**config.mk**
```make
export PLATFORM = sky130hd
export DESIGN_NAME = pll_rst_seq
export DESIGN_NICKNAME = d
export VERILOG_FILES = /design/src/rtl/pll_rst_seq.sv
export SDC_FILE = /design/constraint.sdc
export NUM_CORES = 1
export LEC_CHECK = 0
export CORE_UTILIZATION = 60
export DETAILED_ROUTE_END_ITERATION = 8
export HOLD_SLACK_MARGIN = 0.06
export PLACE_DENSITY = 0.81
export SYNTH_ARGS = -nofsm -noshare
export SYNTH_HDL_FRONTEND = slang
export SYNTH_SLANG_ARGS = --single-unit
```
**constraint.sdc**
```tcl
create_clock -name clk_i -period 3.3 [get_ports clk_i]
set_clock_uncertainty 0.1 [all_clocks]
set_input_delay 0.495 -clock clk_i [delete_from_list [all_inputs] [get_ports clk_i]]
set_output_delay 0.495 -clock clk_i [all_outputs]
set_load 0.02 [all_outputs]
```
**src/rtl/pll_rst_seq.sv**
```systemverilog
// PLL bring-up and staged reset-release sequencer.
// Holds the PLL in reset, waits for a qualified lock, then releases the
// downstream reset domains one at a time. Lock failures re-arm the PLL with a
// bounded retry budget, after which a sticky fault is raised.
module pll_rst_seq #(
  parameter int unsigned RST_CYC      = 16,
  parameter int unsigned LOCK_TIMEOUT = 4096,
  parameter int unsigned STABLE_CYC   = 256,
  parameter int unsigned STAGES       = 3,
  parameter int unsigned STAGE_GAP    = 8,
  parameter int unsigned MAX_RETRY    = 3,
  localparam int unsigned RETRY_W     = (MAX_RETRY == 0) ? 1 : $clog2(MAX_RETRY + 1)
) (
  input  logic               clk_i,
  input  logic               rst_n_i,
  input  logic               pll_locked_i,
  input  logic               restart_i,
  output logic               pll_rst_o,
  output logic [STAGES-1:0]  stage_rst_n_o,
  output logic               ready_o,
  output logic               fault_o,
  output logic [RETRY_W-1:0] retry_cnt_o
);

  // One shared cycle counter serves every timed state; size it for the longest.
  localparam int unsigned MAX_AB = (RST_CYC > LOCK_TIMEOUT) ? RST_CYC : LOCK_TIMEOUT;
  localparam int unsigned MAX_CD = (STABLE_CYC > STAGE_GAP) ? STABLE_CYC : STAGE_GAP;
  localparam int unsigned MAX_P  = (MAX_AB > MAX_CD) ? MAX_AB : MAX_CD;
  localparam int unsigned CNT_W  = $clog2(MAX_P + 1);

  typedef enum logic [2:0] {
    IDLE, PLL_RST, WAIT_LOCK, STABLE, RELEASE, RUN, FAULT
  } state_t;

  state_t             state;
  logic [CNT_W-1:0]   cnt;
  logic               locked_meta;
  logic               locked_s;
  logic               fail_c;
  logic               restart_ok_c;

  // Two-flop synchroniser for the asynchronous PLL lock indication.
  always_ff @(posedge clk_i or negedge rst_n_i) begin
    if (!rst_n_i) begin
      locked_meta <= 1'b0;
      locked_s    <= 1'b0;
    end else begin
      locked_meta <= pll_locked_i;
      locked_s    <= locked_meta;
    end
  end

  // Failure detection (timeout or lock loss) and restart qualification.
  always_comb begin
    fail_c       = 1'b0;
    restart_ok_c = restart_i && (state != IDLE) && (state != FAULT);
    unique case (state)
      WAIT_LOCK:            fail_c = !locked_s && (cnt == CNT_W'(LOCK_TIMEOUT - 1));
      STABLE, RELEASE, RUN: fail_c = !locked_s;
      default:              fail_c = 1'b0;
    endcase
  end

  // Sequencer state machine with registered outputs.
  always_ff @(posedge clk_i or negedge rst_n_i) begin
    if (!rst_n_i) begin
      state         <= IDLE;
      cnt           <= '0;
      pll_rst_o     <= 1'b1;
      stage_rst_n_o <= '0;
      ready_o       <= 1'b0;
      fault_o       <= 1'b0;
      retry_cnt_o   <= '0;
    end else if (restart_ok_c) begin
      state         <= PLL_RST;
      cnt           <= '0;
      pll_rst_o     <= 1'b1;
      stage_rst_n_o <= '0;
      ready_o       <= 1'b0;
    end else if (fail_c) begin
      cnt           <= '0;
      pll_rst_o     <= 1'b1;
      stage_rst_n_o <= '0;
      ready_o       <= 1'b0;
      if (retry_cnt_o == RETRY_W'(MAX_RETRY)) begin
        state   <= FAULT;
        fault_o <= 1'b1;
      end else begin
        state       <= PLL_RST;
        retry_cnt_o <= retry_cnt_o + RETRY_W'(1);
      end
    end else begin
      unique case (state)
        IDLE: begin
          state     <= PLL_RST;
          cnt       <= '0;
          pll_rst_o <= 1'b1;
        end
        PLL_RST: begin
          if (cnt == CNT_W'(RST_CYC - 1)) begin
            state     <= WAIT_LOCK;
            cnt       <= '0;
            pll_rst_o <= 1'b0;
          end else begin
            cnt <= cnt + CNT_W'(1);
          end
        end
        WAIT_LOCK: begin
          if (locked_s) begin
            state <= STABLE;
            cnt   <= '0;
          end else begin
            cnt <= cnt + CNT_W'(1);
          end
        end
        STABLE: begin
          if (cnt == CNT_W'(STABLE_CYC - 1)) begin
            state         <= RELEASE;
            cnt           <= '0;
            stage_rst_n_o <= STAGES'(1);
          end else begin
            cnt <= cnt + CNT_W'(1);
          end
        end
        RELEASE: begin
          if (&stage_rst_n_o) begin
            state   <= RUN;
            ready_o <= 1'b1;
          end else if (cnt == CNT_W'(STAGE_GAP - 1)) begin
            cnt           <= '0;
            stage_rst_n_o <= (stage_rst_n_o << 1) | STAGES'(1);
          end else begin
            cnt <= cnt + CNT_W'(1);
          end
        end
        RUN: begin
          ready_o <= 1'b1;
        end
        FAULT: begin
          pll_rst_o <= 1'b1;
          fault_o   <= 1'b1;
        end
        default: begin
          state <= IDLE;
        end
      endcase
    end
  end

endmodule
```
Word level (Yosys, flattened, before mapping). Index checks and enable logic that the tools add are counted.

Output and inout bits: 8. Register bits: 26. ROM bits: 0. Bits in latches: 0. Memories kept: 0. RAM bits: 0.

Multiply operators: 0. Equality and inequality tests: 20. Shifts and indexed selects: 0. $lt $le $gt $ge: 0. Reductions and logical operators: 22. Divide/modulo/power cells: 0. Add/sub/neg operators: 2. Muxes and demuxes: 34. Bitwise gates (word level): 2.

Operators with widths (number): 13-bit 2-to-1 mux (7); 13-bit one-hot mux with 5 select lines (1); 3-bit 2-to-1 mux (12); 4-bit != test, second input constant (6); 3-bit one-hot mux with 6 select lines (1); 13-bit by 1-bit adder with 13-bit output, second input constant (1); 13-bit by 12-bit == test with 1-bit output, second input constant (1); 13-bit by 3-bit == test with 1-bit output, second input constant (1); 13-bit by 4-bit == test with 1-bit output, second input constant (1); 13-bit by 8-bit == test with 1-bit output, second input constant (1); 4-bit nonzero test (3); 3-bit == test, second input constant (3); 1-bit 2-to-1 mux (9); 3-bit AND reduction (3); 7-bit nonzero test (1); 3-bit by 2-bit == test with 1-bit output, second input constant (2); 1-bit one-hot mux with 2 select lines (3); 3-bit one-hot mux with 2 select lines (1); 2-bit AND reduction (3); 5-bit AND reduction (1); 4-bit AND reduction (1); 2-bit OR reduction (2); 3-bit by 1-bit == test with 1-bit output, second input constant (1); 1-bit logical AND (3); other kinds (11) (12).

Logic depth before layout (Yosys ltp).
Depth after elaboration: 6. Gate-level depth with buffers: 9.

Worst setup path before layout. No wires, ideal clock.

Kind: register to register. Start point: reg cnt[0]. End point: reg state[0]. Period minus slack after synthesis: 2.271 ns. Setup slack: 1.029 ns. Required time: 3.072 ns. Arrival time: 2.043 ns. Cell stages (with the launch flop): 8. Cell sequence: dfrtp_1 -> ha_1 -> nand3_1 -> nor3_1 -> a211o_1 -> buf_2 -> o21bai_2 -> mux2_1.

Longest elaborated chain between the ends: 5. Elaborated cells between the ends (all ways): 13. Those cells by class: eq/ne (8); mux (3); reduce/logical (2).

RTL lines: start: declaration (line 36) `logic [CNT_W-1:0] cnt;`; start signal: assignment (line 105) `cnt <= cnt + CNT_W'(1);`; start signal: assignment (line 113) `cnt <= cnt + CNT_W'(1);`; start signal: assignment (line 122) `cnt <= cnt + CNT_W'(1);`; 13-bit by 12-bit == test with 1-bit output (line 58) `WAIT_LOCK: fail_c = !locked_s && (cnt == CNT_W'(LOCK_TIMEOUT - 1));`; 1-bit logical AND (line 58); 1-bit one-hot mux with 2 select lines (line 57) `unique case (state)`; 4-bit != test (no source line), or another cell as far along; 5-bit AND reduction (no source line) or 3-bit 2-to-1 mux (tied branches); end signal: assignment (line 67) `state <= IDLE;`; end signal: assignment (line 75) `state <= PLL_RST;`; end signal: assignment (line 86) `state <= FAULT;`; end: declaration (line 35) `state_t state;`.

Several ways; a longest one is shown, not always the timed one. A chain may end at the register's enable or synchronous reset.

Worst setup path after layout.
Start point: reg state[1]. End point: reg cnt[6].

Longest elaborated chain between the ends: 5. Elaborated cells between the ends (all ways): 18. Those cells by class: eq/ne (7); mux (4); reduce/logical (7).

RTL lines (line): 3-bit by 2-bit == test with 1-bit output, or another cell as far along (57, 93); 3-bit OR reduction or 1-bit logical AND (tied branches) (57, 56); 1-bit one-hot mux with 2 select lines or 1-bit logical AND (tied branches) (57, 56); 4-bit != test (no source line), or another cell as far along; 2-bit AND reduction (no source line) or 13-bit 2-to-1 mux (tied branches).

Several ways; a longest one is shown, not always the timed one.

==> run_results.csv <==
group,metric,value,unit
setup_path,reg2reg_slack,0.62,ns
logic_synthesis,syn_inst,195,
detailed_routing,post_drt_wl_per_cell,16.7,µm
global_routing,grt_pass1_vias,1412,
setup_path,cp_num_cells,7,
clock_network,ctsResizeCount,0,
power,power.leakage,0.000745,µW
setup_path,path_class,"flip-flop to flip-flop",
detailed_routing,route.detailed.drc,0,
setup_path,start_kind,"flip-flop",
sta,rsz0062_at_grt,"no",
global_routing,grt_max_degree,27,
setup_path,critPathArrivalTime,2.81,ns
placement,gp_congestion,0.909,
setup_path,regToRegEndpoint,"cnt[6]",
job,maxCapViolCount,0,
power,power.total,1280,µW
detailed_routing,drt_iter0_drc,42,
logic_synthesis,synth.ff_latch_count,26,
logic_synthesis,ys_seq_area_frac,0.387,
setup_path,crit_top_cell,"a21o_1",
detailed_routing,via_count,1545,
hold_path,whs_path_depth,0,
sta,tns,0,ns
layout,area_growth,9.73,%
setup_path,crit_start,"state[1]",
layout,final_layout_size_suffix_gt1_frac,0.0985,
logic_synthesis,synthArstFlopShare,1.00,
detailed_routing,first_pass_iters,4,
logic_synthesis,yosysUniqueCellTypes,49,
global_routing,grt_pass1_wl,6430,µm
detailed_routing,wl,3880,µm
setup_path,required,3.43,ns
setup_path,r2r_start,"state[1]",
sta,min_period_over_period,0.812,
sta,worstMarginPinSlew,0.724,ns
die,die_x,55.0,µm
setup_path,crit_slowest_cell,"dfrtp_1",
logic_synthesis,synth_area_leader_cell,"dfrtp_1",
layout,n_antenna_cell,0,
sta,slew_headroom,0.513,
sta,min_period,2.68,ns
sta,setup_violations,0,
logic_synthesis,synth_top_cells_by_count,"dfrtp_1 (25), nand2_1 (25), nand3_1 (18)",
setup_path,cp_slowest_stage_delay,0.74,ns
setup_path,critPathCapture,"cnt[6]",
placement,hpwl,2760,µm
clock_network,numClockSinks,26,
logic_synthesis,syn_area,0.00168,mm²
logic_synthesis,synth.top_cell.area_share,0.371,
setup_path,crit_buf_inv,1,
setup_path,critPathTopFamily,"simple AND/OR/NAND/NOR gates",
die,fp.dieArea,0.00302,mm²
die,dieHeight,55.0,µm
die,initial_core_util,0.656,
clock_network,cts_root_buffer,"clkbuf_4",
power,powerDensity,691,mW/mm²
global_routing,grtUsageTotal,0.295,
clock_network,clock_path_buffers,2,
global_routing,grt.overflow.total,0,
logic_synthesis,syn_area_per_cell,8.64,µm²
logic_synthesis,synth_area_leaders,"dfrtp_1 (37%), nand2_1 (5.6%), nand3_1 (5.3%), a21oi_1 (3.9%), or3_1 (3.3%)",
placement,numPortBuffers,11,
sta,max_freq,373,MHz
layout,num-nets-final,210,
detailed_routing,vias_per_cell,6.63,
clock_network,cts_htree_levels,1,
sta,timing.final.max_slew_violations,0,
clock_network,holdBufCountCts,0,
die,coreArea,0.00257,mm²
logic_synthesis,syn_nets,201,
clock_network,tritoncts,"done",
clock_network,clk_pin_slew,0.14,ns
power,ir_drop,0.640,mV
die,rows,18,
sta,hold_viol,0,
setup_path,endpoint_kind,"flip-flop",
clock_network,clk-insertion-delay-late,0.32,ns
outcome,status,"complete, no violations",
logic_synthesis,synth_edf_count,0,
logic_synthesis,yosys_warnings,0,
setup_path,r2r_cells,7,
setup_path,crit_fanout,20,
setup_path,path_cells,"nand2b_1 > nor4_1 > a211o_1 > nor2_1 > buf_4 > a21o_1 > a21o_1",
hold_path,hp-class,"flip-flop to flip-flop",
clock_network,post-cts-setup-buffer-count,0,
die,num_io_pins,12,
layout,fin_util,0.720,
clock_network,cts_buffers,3,
detailed_routing,antenna_left,0,
global_routing,antenna_found_initial,0,
logic_synthesis,synthFlopType,"dfrtp_1",
[power breakdown]
group / internal [µW] / switching (µW) / leakage, µW
combinational: 244 / 336 / 0.000373
clock: 123 / 95.3 / 0.0000279
sequential: 370 / 108 / 0.000343
total: 736 / 540 / 0.000745
[metrics by stage]
| stage | instance area [µm²] | setup slack (ns) | hold slack (ns) | instances |
|---|---|---|---|---|
| after floorplan | 1680 | 1.03 | 0.0994 | 195 |
| after global placement | 1800 | 0.803 | 0.232 | 229 |
| after detailed placement | 1800 | 0.718 | 0.261 | 229 |
| after CTS | 1850 | 0.677 | 0.285 | 233 |
| after global routing | 1850 | 0.422 | 0.288 | 233 |
| final | 1850 | 0.619 | 0.292 | 233 |
[worst register-to-register path: stages (launching register included)]
cell      delay, ns
dfrtp_1        0.74
nand2b_1       0.24
nor4_1         0.53
a211o_1        0.39
nor2_1         0.08
buf_4          0.19
a21o_1         0.16
a21o_1         0.17
[area by class of cell]
class	instances	area, µm²
repair buffers	13	125
clock inverters	1	30.0
flip-flops and latches	26	652
inverters	5	18.8
clock buffers	3	22.5
multi-input cells	155	962
fillers	208	719
well taps	30	37.5
[kinds of logic after synthesis]
family	synth area share
simple gates	0.299
buf+inv	0.0416
compound gates	0.227
xor+xnor	0.00520
mux	0.0253
fa+ha+maj	0.0149
flops	0.387
[flip-flops by register name (all words and copies together), names as in the netlist]
signal,flops
locked_meta,1
stage_rst_n_o,3
retry_cnt_o,2
state,3
pll_rst_o,1
cnt,13
ready_o,1
fault_o,1
locked_s,1
[per-layer routing]
layer  routed length (µm)  track usage  up-vias  part of all wire
met1                 1790        0.415      753              0.46
met5                    0            0        -                 0
met4                   23       0.0667        0            0.0059
met3                  203       0.0410        2             0.052
met2                 1870        0.478       52              0.48
li1                     -            -      738                 -
[placed cells by master, fill, tap and decap left out, types with 2 or more instances in the layout]
cell             Yosys  final
clkdlybuf4s50_1      0     11
buf_4                0      2
a21o_1               3      3
o31ai_1              2      2
nor4_2               4      4
inv_1                4      4
clkbuf_4             0      3
o21a_1               2      2
nor2b_1              3      3
o22ai_1              3      3
o211ai_1             3      3
o21ai_0             10     10
nand2_1             25     25
or3_1                9      9
o31a_1               3      3
mux2i_1              2      2
dfrtp_1             25     25
nand2b_1             4      4
or2_2                2      2
mux2_1               2      2
nand3b_1             2      2
o311ai_1             4      4
ha_1                 2      2
nor2_1              13     13
nand4_1              3      3
nor3_1               4      4
nand3_1             18     18
a21oi_1             13     13
or4_1                2      2
[worst min path at each step]
stage	endpoint	start	slack, ns
after floorplan	cnt[0]	rst_n_i	0.1
after global placement	locked_s	locked_meta	0.23
after detailed placement	locked_s	locked_meta	0.26
after CTS	locked_s	locked_meta	0.28
after global routing	locked_s	locked_meta	0.29
final	locked_s	locked_meta	0.29
(Power assumes the default switching activity.)
==> edit: new RTL, same flow settings <==
Reset style: synchronous (`rst_n_i`), changed in 2 clocked blocks. Comments in the files are not updated.
--- a/src/rtl/pll_rst_seq.sv
+++ b/src/rtl/pll_rst_seq.sv
@@ -40,7 +40,7 @@
   logic               restart_ok_c;
 
   // Two-flop synchroniser for the asynchronous PLL lock indication.
-  always_ff @(posedge clk_i or negedge rst_n_i) begin
+  always_ff @(posedge clk_i) begin
     if (!rst_n_i) begin
       locked_meta <= 1'b0;
       locked_s    <= 1'b0;
@@ -62,7 +62,7 @@
   end
 
   // Sequencer state machine with registered outputs.
-  always_ff @(posedge clk_i or negedge rst_n_i) begin
+  always_ff @(posedge clk_i) begin
     if (!rst_n_i) begin
       state         <= IDLE;
       cnt           <= '0;
Behaviour: no difference found for any inputs over 10 cycles, from zero or initial values and one cycle with rst_n_i low; that may be too few to reach the edited logic, so the function may still have changed.
==> edit against the unedited design <==
  * Synthesized area decreased by 9.4%
  * Routed wire length decreased by 20%
  * Largest cell class unchanged
  * Sequential cell count unchanged
  * Hold slack improved by 61 ps
  * Design area decreased by 12%
  * Worst setup slack improved by 260 ps
  * First-iteration DRC count unchanged
  * Cell count decreased by 9.0%
  * Fmax increased by 11%
Power is not compared: it rests on default switching activity, and its combinational part moved more than twofold at a synthesized area within 25%.
==> edit: results (changes against the unedited design) <==
.. list-table::
   :header-rows: 1

   * - Metric
     - Value
   * - # nets final
     - 192 (was 210)
   * - Estimated wirelength of the detail-placed design
     - 2.28 mm (was 2.76 mm)
   * - Portion of synthesized cell area occupied by the leading cell type
     - 34.1% (was 37.1%)
   * - Worst Reg2Reg Path Length in Cells
     - 6 (was 7)
   * - Maximum fanout encountered on the critical timing path
     - 19 (was 20)
   * - Sequential fraction of the synthesis area
     - 34.1% (was 38.7%)
   * - Peak VDD IR
     - approximately 0.22 mV
   * - Leak Pwr
     - about 0.58 nW
   * - Via total after detailed routing
     - 1,311 (was 1,545)
   * - Total number of yosys warnings
     - 0 (unchanged)
   * - Largest cells by area after synthesis
     - dfxtp_1 34%, nor2_1 6.6%, a21oi_1 3.9% (was dfrtp_1 37%, nand2_1 5.6%, nand3_1 5.3%)
   * - Clock root cell
     - clkbuf_4 (unchanged)
   * - Highest routing layer actually used
     - met4 (unchanged)
   * - Total Routed Length
     - 3.09 mm (was 3.88 mm)
   * - Placer Congestion
     - 0.900 (was 0.909)
   * - Level count of the clock H-tree
     - 1 (unchanged)
   * - TritonCTS buffer count
     - 3 (unchanged)
   * - Met2 wire length
     - 1.50 mm (was 1.87 mm)
   * - Share of layout cells above drive strength 1
     - 9.78% (was 9.85%)
   * - Maximum buffer depth of the clock tree
     - 2 (unchanged)
   * - Via count of the first global-routing pass
     - 1,143 (was 1,412)
   * - Per-cell via count in the routed design
     - 6.18 (was 6.63)
   * - Commonest register cell after synthesis
     - dfxtp_1 (was dfrtp_1)
   * - Post-synth ARST share
     - 0% (was 100%)
   * - Global routing met1 resource utilization
     - 33.8% (was 41.5%)
   * - Routed length on met1
     - 1.45 mm (was 1.79 mm)
   * - Number of buffers inserted by port buffering
     - 11 (unchanged)
   * - Total routing usage reported by global routing
     - 25.3% (was 29.5%)
   * - Worst-case headroom to the max-slew limit
     - 54.9% (was 51.3%)
   * - First-pass GRT wire length
     - 5.11 mm (was 6.43 mm)
   * - Antenna diode count
     - 0 (unchanged)
   * - Slowest cell on the critical path
     - dfxtp_1 (was dfrtp_1)
   * - Number of distinct standard cells referenced by the synthesized netlist
     - 54 (was 49)
   * - Post-synth net total
     - 183 (was 201)
   * - Post-placement cell count
     - 209 (was 229)
   * - Run status
     - finished clean (unchanged)
   * - Setup WS pre-CTS
     - 730 ps (was 718 ps)
   * - Commonest cells in the synthesized netlist
     - 27 x nor2_1, 26 x dfxtp_1, 12 x a21oi_1 (was 25 x dfrtp_1, 25 x nand2_1, 18 x nand3_1)
   * - Met3 demand-to-capacity share in global routing
     - 3.48% (was 4.10%)
   * - Met2 Track Usage GR
     - 40.5% (was 47.8%)
   * - Hold Crit Depth
     - 1 (was 0)
   * - Detail Route met3 WL
     - 98 µm (was 203 µm)
   * - Largest net degree at the start of global routing
     - 21 (was 27)
   * - Data arrival time at the worst-slack endpoint
     - 2570 ps (was 2810 ps)
edit: path summary, 6_finish.rpt:
kind               startpoint        to  slack, ps
setup / recovery     state[2]    cnt[9]        880
hold / removal    locked_meta  locked_s        350
setup reg to reg     state[2]    cnt[9]        880
hold reg to reg   locked_meta  locked_s        350
edit: cell families after synthesis:
| group | synth area share (%) |
|---|---|
| simple gates | 31.7 |
| compound gates | 20.5 |
| flops | 34.1 |
| buf+inv | 4.92 |
| xor+xnor | 5.17 |
| mux | 1.97 |
| fa+ha+maj | 1.64 |
edit: area by class of cell:
cell class	instances	area, µm²
clock buffers	3	22.5
fillers	181	668
inverters	3	11.3
multi-input cells	141	930
flip-flops and latches	26	520
well taps	28	35.0
repair buffers	11	110
edit: per-stage QoR:
step / cell area (µm²) / utilization (%) / total power [mW]
after global routing: 1630 / 70.9 / 0.501
after CTS: 1630 / 70.9 / 0.486
after detailed placement: 1610 / 69.9 / 0.355
final: 1630 / 70.9 / 0.483
after global placement: 1610 / 69.9 / 0.354
after floorplan: 1530 / - / 0.347
